File: config.mk
export PLATFORM = sky130hd
export DESIGN_NAME = fb_port_arbiter_flat
export DESIGN_NICKNAME = d
export VERILOG_FILES = /design/src/rtl/fb_port_arbiter_if.sv /design/src/rtl/fb_port_arbiter.sv /design/src/flat_wrapper.sv
export SDC_FILE = /design/constraint.sdc
export NUM_CORES = 1
export LEC_CHECK = 0
export CORE_AREA = 8 8 103 124
export CTS_CLUSTER_DIAMETER = 40
export DETAILED_ROUTE_END_ITERATION = 10
export DIE_AREA = 0 0 111 132
export PLACE_DENSITY = 0.76
export SLEW_MARGIN = 20
export SYNTH_ARGS = -nofsm -noshare
export SYNTH_HDL_FRONTEND = slang
export SYNTH_SLANG_ARGS = --single-unit
export TNS_END_PERCENT = 5
File: constraint.sdc
create_clock -name clk_i -period 1.95 [get_ports clk_i]
set_input_delay 0.4875 -clock clk_i [delete_from_list [all_inputs] [get_ports clk_i]]
set_output_delay 0.4875 -clock clk_i [all_outputs]
set_load 0.02 [all_outputs]
File: src/rtl/fb_port_arbiter_if.sv
// Framebuffer port-A bus bundle: CPU single-cell access, fill-engine
// control and the BRAM port A pins. The arbiter sits on the slave side;
// requesters and the BRAM model sit on the master side.
//
// Handshake: cpu_req_i is raised with address/data/we stable and held
// until cpu_gnt_o is seen high in the same cycle; a grant means the access
// is on port A that cycle. Reads return cpu_rvalid_o/cpu_rdata_o exactly
// one cycle after their grant. fill_start_i is a one-cycle pulse that is
// only honoured while the fill engine is idle.
interface fb_port_arbiter_if #(
  parameter int COL_W  = 8,
  parameter int ROW_W  = 7,
  parameter int DATA_W = 16
);
  localparam int ADDR_W = ROW_W + COL_W;

  logic              cpu_req_i;
  logic              cpu_we_i;
  logic [ADDR_W-1:0] cpu_addr_i;
  logic [DATA_W-1:0] cpu_wdata_i;
  logic              cpu_gnt_o;
  logic              cpu_rvalid_o;
  logic [DATA_W-1:0] cpu_rdata_o;

  logic              fill_start_i;
  logic [COL_W-1:0]  fill_x0_i;
  logic [ROW_W-1:0]  fill_y0_i;
  logic [COL_W:0]    fill_w_i;
  logic [ROW_W:0]    fill_h_i;
  logic [DATA_W-1:0] fill_color_i;
  logic              fill_busy_o;
  logic              fill_done_o;

  logic              ena_o;
  logic              wea_o;
  logic [ADDR_W-1:0] addra_o;
  logic [DATA_W-1:0] dina_o;
  logic [DATA_W-1:0] douta_i;

  modport slave (
    input  cpu_req_i, cpu_we_i, cpu_addr_i, cpu_wdata_i,
    output cpu_gnt_o, cpu_rvalid_o, cpu_rdata_o,
    input  fill_start_i, fill_x0_i, fill_y0_i, fill_w_i, fill_h_i, fill_color_i,
    output fill_busy_o, fill_done_o,
    output ena_o, wea_o, addra_o, dina_o,
    input  douta_i
  );

  modport master (
    output cpu_req_i, cpu_we_i, cpu_addr_i, cpu_wdata_i,
    input  cpu_gnt_o, cpu_rvalid_o, cpu_rdata_o,
    output fill_start_i, fill_x0_i, fill_y0_i, fill_w_i, fill_h_i, fill_color_i,
    input  fill_busy_o, fill_done_o,
    input  ena_o, wea_o, addra_o, dina_o,
    output douta_i
  );
endinterface

File: src/rtl/fb_port_arbiter.sv
// Framebuffer port-A arbiter: shares the BRAM write/read port between CPU
// single-cell accesses and a solid-colour rectangle fill engine, using
// alternating priority under contention so neither side starves.
module fb_port_arbiter #(
  parameter int COL_W  = 8,
  parameter int ROW_W  = 7,
  parameter int DATA_W = 16
) (
  input  logic       clk_i,
  input  logic       rst_n_i,
  fb_port_arbiter_if.slave bus,
  output logic [1:0] fsm_state_o
);

  typedef enum logic [1:0] {
    S_IDLE = 2'd0,
    S_FILL = 2'd1,
    S_DONE = 2'd2
  } state_t;

  state_t            state_q;
  logic [COL_W-1:0]  x0_q, x_end_q, col_q;
  logic [ROW_W-1:0]  y_end_q, row_q;
  logic [DATA_W-1:0] color_q;
  logic              busy_q, done_q;
  logic              last_cpu_q;
  logic              rvalid_q;

  logic              fill_pending;
  logic              cpu_gnt, fill_gnt;
  logic [COL_W:0]    x_sum;
  logic [ROW_W:0]    y_sum;
  logic [COL_W-1:0]  x_end_d;
  logic [ROW_W-1:0]  y_end_d;
  logic              zero_size;

  assign fill_pending = (state_q == S_FILL);

  // Clipped rectangle extents; a carry out of the narrow sum means the
  // rectangle runs past the last column/row, so clamp rather than wrap.
  always_comb begin
    x_sum     = {1'b0, bus.fill_x0_i} + bus.fill_w_i - {{COL_W{1'b0}}, 1'b1};
    y_sum     = {1'b0, bus.fill_y0_i} + bus.fill_h_i - {{ROW_W{1'b0}}, 1'b1};
    x_end_d   = x_sum[COL_W] ? {COL_W{1'b1}} : x_sum[COL_W-1:0];
    y_end_d   = y_sum[ROW_W] ? {ROW_W{1'b1}} : y_sum[ROW_W-1:0];
    zero_size = (bus.fill_w_i == '0) || (bus.fill_h_i == '0);
  end

  // Per-cycle grant; under contention the side not served last time wins.
  // Grants are held off while reset is asserted so port A goes quiet at once.
  always_comb begin
    cpu_gnt  = 1'b0;
    fill_gnt = 1'b0;
    if (rst_n_i) begin
      if (bus.cpu_req_i && fill_pending) begin
        if (last_cpu_q) fill_gnt = 1'b1;
        else            cpu_gnt  = 1'b1;
      end else if (bus.cpu_req_i) begin
        cpu_gnt = 1'b1;
      end else if (fill_pending) begin
        fill_gnt = 1'b1;
      end
    end
  end

  // Port A mux: the granted requester owns the pins, otherwise all zero.
  always_comb begin
    bus.cpu_gnt_o = cpu_gnt;
    bus.ena_o     = cpu_gnt | fill_gnt;
    bus.wea_o     = 1'b0;
    bus.addra_o   = '0;
    bus.dina_o    = '0;
    if (cpu_gnt) begin
      bus.wea_o   = bus.cpu_we_i;
      bus.addra_o = bus.cpu_addr_i;
      bus.dina_o  = bus.cpu_wdata_i;
    end else if (fill_gnt) begin
      bus.wea_o   = 1'b1;
      bus.addra_o = {row_q, col_q};
      bus.dina_o  = color_q;
    end
  end

  // Fill engine FSM with raster walk and registered busy/done flags.
  always_ff @(posedge clk_i or negedge rst_n_i) begin
    if (!rst_n_i) begin
      state_q <= S_IDLE;
      x0_q    <= '0;
      x_end_q <= '0;
      y_end_q <= '0;
      col_q   <= '0;
      row_q   <= '0;
      color_q <= '0;
      busy_q  <= 1'b0;
      done_q  <= 1'b0;
    end else begin
      case (state_q)
        S_IDLE: begin
          busy_q <= 1'b0;
          done_q <= 1'b0;
          if (bus.fill_start_i) begin
            x0_q    <= bus.fill_x0_i;
            x_end_q <= x_end_d;
            y_end_q <= y_end_d;
            col_q   <= bus.fill_x0_i;
            row_q   <= bus.fill_y0_i;
            color_q <= bus.fill_color_i;
            busy_q  <= 1'b1;
            if (zero_size) begin
              state_q <= S_DONE;
              done_q  <= 1'b1;
            end else begin
              state_q <= S_FILL;
            end
          end
        end
        S_FILL: begin
          if (fill_gnt) begin
            if (col_q == x_end_q) begin
              col_q <= x0_q;
              if (row_q == y_end_q) begin
                state_q <= S_DONE;
                done_q  <= 1'b1;
              end else begin
                row_q <= row_q + {{(ROW_W-1){1'b0}}, 1'b1};
              end
            end else begin
              col_q <= col_q + {{(COL_W-1){1'b0}}, 1'b1};
            end
          end
        end
        S_DONE: begin
          state_q <= S_IDLE;
          busy_q  <= 1'b0;
          done_q  <= 1'b0;
        end
        default: begin
          state_q <= S_IDLE;
          busy_q  <= 1'b0;
          done_q  <= 1'b0;
        end
      endcase
    end
  end

  // Priority memory and CPU read-return tracking.
  always_ff @(posedge clk_i or negedge rst_n_i) begin
    if (!rst_n_i) begin
      last_cpu_q <= 1'b0;
      rvalid_q   <= 1'b0;
    end else begin
      last_cpu_q <= cpu_gnt;
      rvalid_q   <= cpu_gnt & ~bus.cpu_we_i;
    end
  end

  assign bus.cpu_rvalid_o = rvalid_q;
  assign bus.cpu_rdata_o  = rvalid_q ? bus.douta_i : '0;
  assign bus.fill_busy_o  = busy_q;
  assign bus.fill_done_o  = done_q;
  assign fsm_state_o      = state_q;

endmodule
File: src/flat_wrapper.sv
// flat-port wrapper written by rule: the top's interface ports become plain ports
module fb_port_arbiter_flat 
#(
  parameter int COL_W  = 8,
  parameter int ROW_W  = 7,
  parameter int DATA_W = 16
)
  (clk_i, rst_n_i, fsm_state_o, bus_cpu_req_i, bus_cpu_we_i, bus_cpu_addr_i, bus_cpu_wdata_i, bus_cpu_gnt_o, bus_cpu_rvalid_o, bus_cpu_rdata_o, bus_fill_start_i, bus_fill_x0_i, bus_fill_y0_i, bus_fill_w_i, bus_fill_h_i, bus_fill_color_i, bus_fill_busy_o, bus_fill_done_o, bus_ena_o, bus_wea_o, bus_addra_o, bus_dina_o, bus_douta_i);
  fb_port_arbiter_if #(.COL_W(COL_W), .ROW_W(ROW_W), .DATA_W(DATA_W)) bus_i ();
  input  logic clk_i;
  input  logic rst_n_i;
  output logic [1:0] fsm_state_o;
  input wire logic [$bits(bus_i.cpu_req_i)-1:0] bus_cpu_req_i;
  input wire logic [$bits(bus_i.cpu_we_i)-1:0] bus_cpu_we_i;
  input wire logic [$bits(bus_i.cpu_addr_i)-1:0] bus_cpu_addr_i;
  input wire logic [$bits(bus_i.cpu_wdata_i)-1:0] bus_cpu_wdata_i;
  output wire logic [$bits(bus_i.cpu_gnt_o)-1:0] bus_cpu_gnt_o;
  output wire logic [$bits(bus_i.cpu_rvalid_o)-1:0] bus_cpu_rvalid_o;
  output wire logic [$bits(bus_i.cpu_rdata_o)-1:0] bus_cpu_rdata_o;
  input wire logic [$bits(bus_i.fill_start_i)-1:0] bus_fill_start_i;
  input wire logic [$bits(bus_i.fill_x0_i)-1:0] bus_fill_x0_i;
  input wire logic [$bits(bus_i.fill_y0_i)-1:0] bus_fill_y0_i;
  input wire logic [$bits(bus_i.fill_w_i)-1:0] bus_fill_w_i;
  input wire logic [$bits(bus_i.fill_h_i)-1:0] bus_fill_h_i;
  input wire logic [$bits(bus_i.fill_color_i)-1:0] bus_fill_color_i;
  output wire logic [$bits(bus_i.fill_busy_o)-1:0] bus_fill_busy_o;
  output wire logic [$bits(bus_i.fill_done_o)-1:0] bus_fill_done_o;
  output wire logic [$bits(bus_i.ena_o)-1:0] bus_ena_o;
  output wire logic [$bits(bus_i.wea_o)-1:0] bus_wea_o;
  output wire logic [$bits(bus_i.addra_o)-1:0] bus_addra_o;
  output wire logic [$bits(bus_i.dina_o)-1:0] bus_dina_o;
  input wire logic [$bits(bus_i.douta_i)-1:0] bus_douta_i;
  assign bus_i.cpu_req_i = bus_cpu_req_i;
  assign bus_i.cpu_we_i = bus_cpu_we_i;
  assign bus_i.cpu_addr_i = bus_cpu_addr_i;
  assign bus_i.cpu_wdata_i = bus_cpu_wdata_i;
  assign bus_cpu_gnt_o = bus_i.cpu_gnt_o;
  assign bus_cpu_rvalid_o = bus_i.cpu_rvalid_o;
  assign bus_cpu_rdata_o = bus_i.cpu_rdata_o;
  assign bus_i.fill_start_i = bus_fill_start_i;
  assign bus_i.fill_x0_i = bus_fill_x0_i;
  assign bus_i.fill_y0_i = bus_fill_y0_i;
  assign bus_i.fill_w_i = bus_fill_w_i;
  assign bus_i.fill_h_i = bus_fill_h_i;
  assign bus_i.fill_color_i = bus_fill_color_i;
  assign bus_fill_busy_o = bus_i.fill_busy_o;
  assign bus_fill_done_o = bus_i.fill_done_o;
  assign bus_ena_o = bus_i.ena_o;
  assign bus_wea_o = bus_i.wea_o;
  assign bus_addra_o = bus_i.addra_o;
  assign bus_dina_o = bus_i.dina_o;
  assign bus_i.douta_i = bus_douta_i;
  fb_port_arbiter #(.COL_W(COL_W), .ROW_W(ROW_W), .DATA_W(DATA_W)) u_core (.clk_i(clk_i), .rst_n_i(rst_n_i), .bus(bus_i), .fsm_state_o(fsm_state_o));
endmodule
==> flow_results.xml <==
<?xml version="1.0" encoding="UTF-8"?>
<metrics>
  <group name="status">
    <metric name="outcome" unit="">complete, but fails checks</metric>
    <metric name="failed_checks" unit="">negative setup slack</metric>
  </group>
  <group name="global_route">
    <metric name="grt_busiest_layer" unit="">met2</metric>
    <metric name="number_of_antenna_violations_at_the_first_check_in_global_routing" unit="">0</metric>
    <metric name="met1_usage" unit="%">22.52</metric>
    <metric name="overflow" unit="">0</metric>
    <metric name="global_route.usage.total" unit="%">20.99</metric>
    <metric name="met3_usage" unit="%">5.874</metric>
    <metric name="via_count_of_the_first_global_routing_pass" unit="">4939</metric>
    <metric name="met2_usage" unit="%">37.49</metric>
    <metric name="wire_length_of_the_first_global_routing_pass" unit="um">25070</metric>
    <metric name="largest_net_degree_at_the_start_of_global_routing" unit="">33</metric>
  </group>
  <group name="clock_tree">
    <metric name="cts.hold.buffers_added" unit="">0</metric>
    <metric name="h-tree-depth" unit="">3</metric>
    <metric name="clkSlewWorstSetupHoldPaths" unit="ns">0.05</metric>
    <metric name="cts_buf_count" unit="">9</metric>
    <metric name="cts.sinks" unit="">60</metric>
    <metric name="clock_tree.root_cell" unit="">clkbuf_16</metric>
    <metric name="worst_skew_pair_latency" unit="ns">0.33</metric>
    <metric name="clock_tree_from_tritoncts" unit="">yes</metric>
    <metric name="clock_tree.buffer_depth" unit="">2</metric>
  </group>
  <group name="layout">
    <metric name="insertedDiodeCount" unit="">0</metric>
    <metric name="post_route_cells_drive_above_1_share" unit="%">33.38</metric>
    <metric name="stdcell_area" unit="um^2">7301</metric>
    <metric name="area_growth_syn_to_fin" unit="%">69.77</metric>
    <metric name="fill_cells" unit="">875</metric>
    <metric name="layoutNonFillerInstCount" unit="">872</metric>
    <metric name="layout.area.seq" unit="um^2">1503</metric>
    <metric name="num-nets-final" unit="">867</metric>
    <metric name="multiInputGateArea" unit="um^2">2858</metric>
  </group>
  <group name="logic_synthesis">
    <metric name="synth-edff-count" unit="">0</metric>
    <metric name="synth.ff_latch_count" unit="">60</metric>
    <metric name="postSynthCellCount" unit="">507</metric>
    <metric name="ys_top_cells_by_count" unit="">nand2_1, inv_1, dfrtp_1</metric>
    <metric name="post-synth-top-count-cell" unit="">nand2_1</metric>
    <metric name="synth_cell_type_count" unit="">55</metric>
    <metric name="synthArstFlopShare" unit="%">100.0</metric>
    <metric name="seq_area_frac_synth" unit="%">34.91</metric>
    <metric name="synth_flop_cell" unit="">dfrtp_1</metric>
    <metric name="yosys.area.top_type_share" unit="%">34.91</metric>
    <metric name="post_synth.cell_area_avg" unit="um^2">8.482</metric>
    <metric name="syn_area" unit="um^2">4300</metric>
    <metric name="netlist.top_cell.by_area" unit="">dfrtp_1</metric>
    <metric name="yosys_warnings" unit="">0</metric>
    <metric name="synth_area_leaders" unit="">dfrtp_1, ha_1, a22o_1, nand2_1, inv_1</metric>
    <metric name="post_synthesis_net_count" unit="">639</metric>
  </group>
  <group name="critical_path">
    <metric name="critical-path-max-stage-delay" unit="ns">0.42</metric>
    <metric name="arrival_worst_endpoint" unit="ns">1.70</metric>
    <metric name="worst_setup_slack_for_register_to_register_paths" unit="ns">-0.04</metric>
    <metric name="end_kind" unit="">primary output</metric>
    <metric name="setup.worst_path.class" unit="">flip-flop to primary output</metric>
    <metric name="critical_path.startpoint" unit="">u_core.fsm_state_o[1]</metric>
    <metric name="worst_path_most_repeated_cell" unit="">buf_6</metric>
    <metric name="critPathLaunchType" unit="">flip-flop</metric>
    <metric name="cp_slowest_cell" unit="">dfrtp_1</metric>
    <metric name="cp_cell_sequence" unit="">nor2b_4, a211oi_4, buf_6, clkbuf_16, a22o_4, buf_6</metric>
    <metric name="worst_ep_required_time" unit="ns">1.46</metric>
    <metric name="r2r_path_start" unit="">u_core.fsm_state_o[0]</metric>
    <metric name="maximum_net_fanout_on_the_critical_path" unit="">8</metric>
  </group>
  <group name="place">
    <metric name="numPortBuffers" unit="">154</metric>
    <metric name="placed_cells" unit="">846</metric>
    <metric name="post_dp_cell_area" unit="um^2">6633</metric>
    <metric name="post-dp-hpwl" unit="um">11700</metric>
    <metric name="final_weighted_congestion_in_routability_driven_placement" unit="">0.8553</metric>
  </group>
  <group name="route">
    <metric name="route.vias.total" unit="">4561</metric>
    <metric name="post_drt_via_cell_ratio" unit="">5.231</metric>
    <metric name="routed_wire_length_per_instance" unit="um">17.69</metric>
    <metric name="drc" unit="">0</metric>
    <metric name="drt_first_iter_violations" unit="">233</metric>
    <metric name="wire_length_reported_by_the_detailed_router" unit="um">15430</metric>
    <metric name="route.antenna.remaining_nets" unit="">0</metric>
    <metric name="detail_route.first_pass.iterations" unit="">4</metric>
  </group>
  <group name="pwr">
    <metric name="pwr_density_cell" unit="nW/um^2">1082</metric>
    <metric name="power.internal" unit="uW">4726</metric>
    <metric name="leakage" unit="uW">0.003497</metric>
    <metric name="power.total" unit="uW">7899</metric>
    <metric name="netSwitchingFraction" unit="%">40.17</metric>
    <metric name="p_sw" unit="uW">3173</metric>
    <metric name="worst_ir_drop_vdd" unit="V">0.0006061</metric>
    <metric name="power.share.combinational" unit="%">52.4</metric>
    <metric name="clock_share_of_power" unit="%">17.6</metric>
    <metric name="power_frac_seq" unit="%">30.0</metric>
  </group>
  <group name="floorplan">
    <metric name="placeableCoreArea" unit="um^2">10770</metric>
    <metric name="chipHeight" unit="um">132</metric>
    <metric name="initial_core_util" unit="%">39.92</metric>
    <metric name="die_w" unit="um">111</metric>
    <metric name="io_pins" unit="">155</metric>
    <metric name="fp.dieArea" unit="um^2">14650</metric>
    <metric name="rows" unit="">42</metric>
  </group>
  <group name="job">
    <metric name="max_cap_violations" unit="">0</metric>
  </group>
  <group name="sta">
    <metric name="report.final.hold_viol_count" unit="">0</metric>
    <metric name="timing.final.crit_share" unit="%">112.0</metric>
    <metric name="rsz_0062_raised_after_global_routing" unit="">yes</metric>
    <metric name="maxSlewViolCount" unit="">0</metric>
    <metric name="postLayoutSetupSlackWorst" unit="ns">-0.2346</metric>
    <metric name="period_minus_slack" unit="ns">2.185</metric>
    <metric name="final.setup_skew" unit="ns">0.01503</metric>
    <metric name="max_slew.worst_pin.slew" unit="ns">0.4133</metric>
    <metric name="fmax" unit="MHz">457.8</metric>
    <metric name="report.final.setup_viol" unit="">49</metric>
    <metric name="max_slew_margin" unit="%">72.45</metric>
    <metric name="holdWs" unit="ns">0.3522</metric>
  </group>
  <group name="min_path">
    <metric name="min-delay-path-class" unit="">input port to async pin</metric>
  </group>
</metrics>
## cell type report
cell class              instances  area share, %
multi-input cells             356          39.14
repair buffers                242          30.76
flip-flops and latches         60          20.58
inverters                      66          3.633
clock buffers                  14          3.479
well taps                     132          2.262
clock inverters                 2         0.1371
## cells by family after synthesis
family / after synthesis / share of synthesized area (%)
AND/OR/NAND/NOR: 161 / 18.42
buffers and inverters: 91 / 8.408
flip-flops: 60 / 34.91
XOR/XNOR: 29 / 6.081
multiplexers: 9 / 2.211
adder cells (fa/ha/maj): 32 / 9.660
AO/OA/AOI/OAI: 125 / 20.31
## cells in the final DEF (no fill, tap or decap), drive strengths merged, types with 4 or more instances in the layout
master / n
a21o: 4
a21oi: 29
a22o: 30
a22oi: 9
a31oi: 4
and2: 19
and3: 4
buf: 123
clkbuf: 24
clkdlybuf4s50: 71
dfrtp: 60
dlygate4sd2: 28
dlymetal6s2s: 7
ha: 30
inv: 65
mux2i: 8
nand2: 71
nand3: 14
nand4: 4
nor2: 25
nor2b: 5
nor4: 7
o21ai: 25
xnor2: 12
xor2: 17
## path summary, 6_finish.rpt
path | cells after the start | end
max | 6 | bus_addra_o[1]
min | 3 | u_core.fsm_state_o[0]
max reg2reg | 8 | u_core.row_q[5]
min reg2reg | 2 | u_core.color_q[2]
max in group asynchronous | 3 | u_core.bus.cpu_rvalid_o
min in group clk_i | 3 | u_core.col_q[2]
## sequential cells by signal, summed over array words and instances, names as in the netlist
name                     cells
u_core.bus.fill_busy_o       1
u_core.bus.fill_done_o       1
u_core.bus.cpu_rvalid_o      1
u_core.last_cpu_q            1
u_core.color_q              16
u_core.row_q                 7
u_core.col_q                 8
u_core.x_end_q               8
u_core.fsm_state_o           2
u_core.x0_q                  8
u_core.y_end_q               7
## metal layers
layer / part of all wire, % / up-vias / wire length, um
li1: - / 2196 / -
met1: 39 / 2166 / 5967
met2: 53 / 179 / 8182
met3: 6.3 / 20 / 971
met4: 2.0 / 0 / 307
met5: 0 / - / 0
## critical path, delay by kind of cell, from the launching register on
family / cells / cell delay, ns
flops: 1 / 0.42
compound gates: 2 / 0.34
buf+inv: 3 / 0.43
simple gates: 1 / 0.16
## per-stage QoR
stage | utilization, % | setup TNS (ns) | setup WS, ns
floorplan | - | -11.83 | -0.3331
global placement | 61.57 | -52.21 | -0.9811
detailed placement | 61.57 | -54.31 | -1.024
CTS | 65.49 | -11.24 | -0.2850
global route | 67.77 | -12.77 | -0.3008
finish | 67.77 | -8.774 | -0.2346
## repair_timing
action	CTS	global route
hold endpoints to repair	0	0
setup buffers	5	3
cloned	2	1
setup endpoints to repair	75	63
gates resized for setup	265	95
pin swaps	20	40
## power groups by stage
stage / Combinational (uW) / Sequential [uW] / Clock, uW
after floorplan: 2310 / 2220 / 0
after global placement: 3650 / 2310 / 0
after detailed placement: 3790 / 2340 / 0
after CTS: 3930 / 2340 / 1420
after global routing: 4520 / 2440 / 1470
final: 4140 / 2370 / 1390
(Power assumes the default switching activity.)
